--- config.mk ---
export PLATFORM = sky130hd
export DESIGN_NAME = store_trace_checker_exp_table
export DESIGN_NICKNAME = d
export VERILOG_FILES = /design/src/rtl/store_trace_checker_exp_table.sv
export SDC_FILE = /design/constraint.sdc
export NUM_CORES = 1
export LEC_CHECK = 0
export CORE_MARGIN = 4
export CORE_UTILIZATION = 63
export DETAILED_ROUTE_END_ITERATION = 8
export PLACE_DENSITY = 0.91
export SYNTH_ARGS = -nofsm -noshare
export SYNTH_HDL_FRONTEND = slang
export SYNTH_SLANG_ARGS = --single-unit
--- constraint.sdc ---
create_clock -name clk -period 11.2 [get_ports clk]
set_clock_uncertainty 0.15 [all_clocks]
set_input_delay 1.68 -clock clk [delete_from_list [all_inputs] [get_ports clk]]
set_output_delay 1.68 -clock clk [all_outputs]
set_load 0.01 [all_outputs]
--- src/rtl/store_trace_checker_exp_table.sv ---
// Expected-store table: DEPTH x W register file, one sync write, one async read.
// Latency: write visible on read port the cycle after the write edge; read is combinational.
// Backpressure: none; every write is accepted.
//
// Ports: clk; we/widx/wdat write port; ridx/rdat asynchronous read port.
// Contents are deliberately not reset; they are undefined until written.
module store_trace_checker_exp_table #(
   parameter int DEPTH = 8,
   parameter int IW    = 3,
   parameter int W     = 64
) (
   input  logic          clk,
   input  logic          we,
   input  logic [IW-1:0] widx,
   input  logic [W-1:0]  wdat,
   input  logic [IW-1:0] ridx,
   output logic [W-1:0]  rdat
);

   logic [W-1:0] mem [DEPTH];

   always_ff @(posedge clk) begin
      if (we) begin
         mem[widx] <= wdat;
      end
   end

   assign rdat = mem[ridx];

endmodule

==> results.py <==
metrics = {
    "timing": {
        "finalHoldViolCount": 0,
        "finalCritPeriodShare_pct": 59.6,
        "setup_viol": 0,
        "tightest_slew_ns": 1.13,
        "report.final.slew_viol_count": 0,
        "tns_ns": 0,
        "rsz0062_at_grt": "false",
        "slew_headroom_pct": 25.0,
        "max_clock_freq_ghz": 0.150,
        "min_period_ns": 6.68,
    },
    "pwr": {
        "swShare_pct": 20.1,
        "p_leak_nw": 7.06,
        "p_per_area_nw_per_um2": 177,
        "p_seq_share_pct": 54.9,
        "p_comb_share_pct": 6.8,
        "ir_worst_vdd_mv": 0.138,
        "p_int_mw": 3.19,
        "finalPower_mw": 3.99,
        "netSwitchingPower_uw": 804,
        "clockPowerShare_pct": 38.4,
    },
    "routing": {
        "wire_per_inst_um": 27.6,
        "num_vias": 8489,
        "firstDrtPassIters": 5,
        "final_antenna_net_count": 0,
        "drt_iter0_markers": 988,
        "vias_per_cell": 6.32,
        "drcViolationCount": 0,
        "postRouteWirelength_mm": 37.1,
    },
    "global_routing": {
        "grt_pass1_wl_mm": 57.2,
        "grt_util_all_layers_pct": 22.9,
        "grt_max_degree": 74,
        "grt_pass1_vias": 9195,
        "antenna_found_initial": 2,
        "gr-total-overflow": 0,
    },
    "synth": {
        "synth_flop_cell": "edfxtp_1",
        "synth.largest_area_cell": "edfxtp_1",
        "yosys.cell_count.top_type": "edfxtp_1",
        "ys_types": 12,
        "synthCells": 752,
        "syn_nets": 824,
        "avgSynthCellArea_sq_um": 25.6,
        "netlist.area_leader.share_pct": 79.8,
        "synth-edff-count": 512,
        "synth-seq-cells": 512,
        "ys_seq_area_share_pct": 79.8,
        "synth_commonest_cells": "512 x edfxtp_1, 128 x mux4_2, 64 x mux2_2",
        "ys_top_cells_by_area": "edfxtp_1 80%, mux4_2 15%, mux2_2 3.7%, buf_6 0.64%, buf_1 0.18%",
        "ys_warn_count": 0,
        "synthArstFlopShare_pct": 0,
        "syn_area_sq_um": 19300,
    },
    "min_path": {
        "hp-start": "wdat[58]",
        "hold_depth": 1,
        "whs_endpoint": "mem[7][58]",
        "hp-class": "input port to flop",
    },
    "clock_tree": {
        "clk_pin_slew_ns": 0.06,
        "clockBufferDepth": 3,
        "cts.sinks": 512,
        "numCtsBuffers": 48,
        "cts_resized": 0,
        "clock-root-buffer": "clkbuf_16",
        "cts_hold_buf": 0,
        "cts_setup_buffers": 0,
        "h-tree-depth": 2,
        "cts_tree": "done",
    },
    "flow_run": {
        "maxCapViolCount": 0,
    },
    "worst_setup_path": {
        "path_class": "input port to primary output",
        "worstSetupEndpointType": "primary output",
        "crit_path_max_incr_delay_ns": 0.97,
        "crit_path_cell_trace": "clkbuf_8, buf_4, mux4_2, mux2_2, clkdlybuf4s50_1",
        "crit_slowest_cell": "buf_4",
        "cp.required_ns": 9.37,
        "crit_fanout": 73,
        "cp_data_arrival_time_ns": 4.85,
        "critical-path-top-delay-family": "buffers and inverters",
        "path_buf_inv": 3,
        "startpoint_type": "input port",
    },
    "layout": {
        "regMostFlops": "mem",
        "fin_nets": 985,
        "largest_register_ffs": 512,
        "syn_to_final_growth_pct": 16.8,
        "largestRegisters": "mem (512)",
        "fillerInstances": 1471,
        "layout-drive-gt1-share_pct": 29.3,
        "final_area_sq_um": 22500,
    },
    "die": {
        "die_area_sq_um": 33400,
        "core_sq_um": 29900,
        "initial_core_util_pct": 64.5,
        "die_y_um": 183,
        "row_count": 63,
        "die_w_um": 183,
        "io_pins": 136,
    },
    "run_status": {
        "status": "completed",
    },
    "placement": {
        "portBuffers": 135,
        "dp_hpwl_mm": 18.2,
        "dpl_cell_area_sq_um": 21000,
        "routabilityCongestion": 0.672,
    },
}
## power groups by stage
stage | sequential (mW) | clock [mW] | combinational (mW)
after floorplan | 2.23 | 0 | 0.144
after detailed placement | 2.23 | 0 | 0.271
after CTS | 2.19 | 1.55 | 0.275
after global routing | 2.19 | 1.64 | 0.289
final | 2.19 | 1.53 | 0.271
after global placement | 2.22 | 0 | 0.264
## logic make-up after synthesis
| logic type | count (synthesis) | synth area share [%] |
|---|---|---|
| and+or+nand+nor | 13 | 0.305 |
| DFF | 512 | 79.8 |
| muxes | 192 | 18.7 |
| buffers and inverters | 35 | 1.19 |
## how the worst max path moves through the flow
stage             from        end  slack, ns  depth (start not counted)
2_1_floorplan  widx[2]  mem[0][0]       4.27                          2
3_3_place_gp   ridx[0]   rdat[56]       4.50                          5
3_5_place_dp   ridx[0]   rdat[63]       4.45                          5
4_1_cts        ridx[0]   rdat[63]       4.40                          5
5_1_grt        ridx[0]   rdat[56]       4.18                          5
6_report       ridx[0]   rdat[56]       4.52                          5
## stage by stage
step	cells	util [%]	hold slack [ns]	setup WS (ns)
CTS	1341	75.3	1.69	4.40
global placement	1253	70.3	2.25	4.50
detailed placement	1253	70.3	2.26	4.45
floorplan	752	-	1.63	4.27
global route	1342	75.3	1.72	4.18
finish	1343	75.3	1.71	4.52
## area by class of cell
type	count	area [sq um]	share of cell area (%)
clock buffer	59	1260	5.62
tap	390	488	2.17
clock inverter	29	220	0.979
multi-input combinational	205	3720	16.5
antenna	2	5.00	0.0222
timing repair buffer	146	1430	6.37
sequential	512	15400	68.3
## cell usage in the layout (no fill, tap or decap), drive strengths merged
cell / instances
nor2: 6
nand2: 2
buf: 13
diode: 2
bufinv: 3
clkdlybuf4s50: 132
nand2b: 3
nor3: 2
clkinv: 21
mux2: 64
edfxtp: 512
mux4: 128
clkinvlp: 2
clkbuf: 60
inv: 3
## layer usage
metal / wire, um / up-vias / global-route usage, %
met5: 20 / - / 0
met4: 674 / 2 / 5.18
met3: 2650 / 53 / 4.20
met2: 19400 / 392 / 38.6
met1: 14300 / 4472 / 32.3
li1: - / 3570 / -
Power figures use the tool's default switching activity.
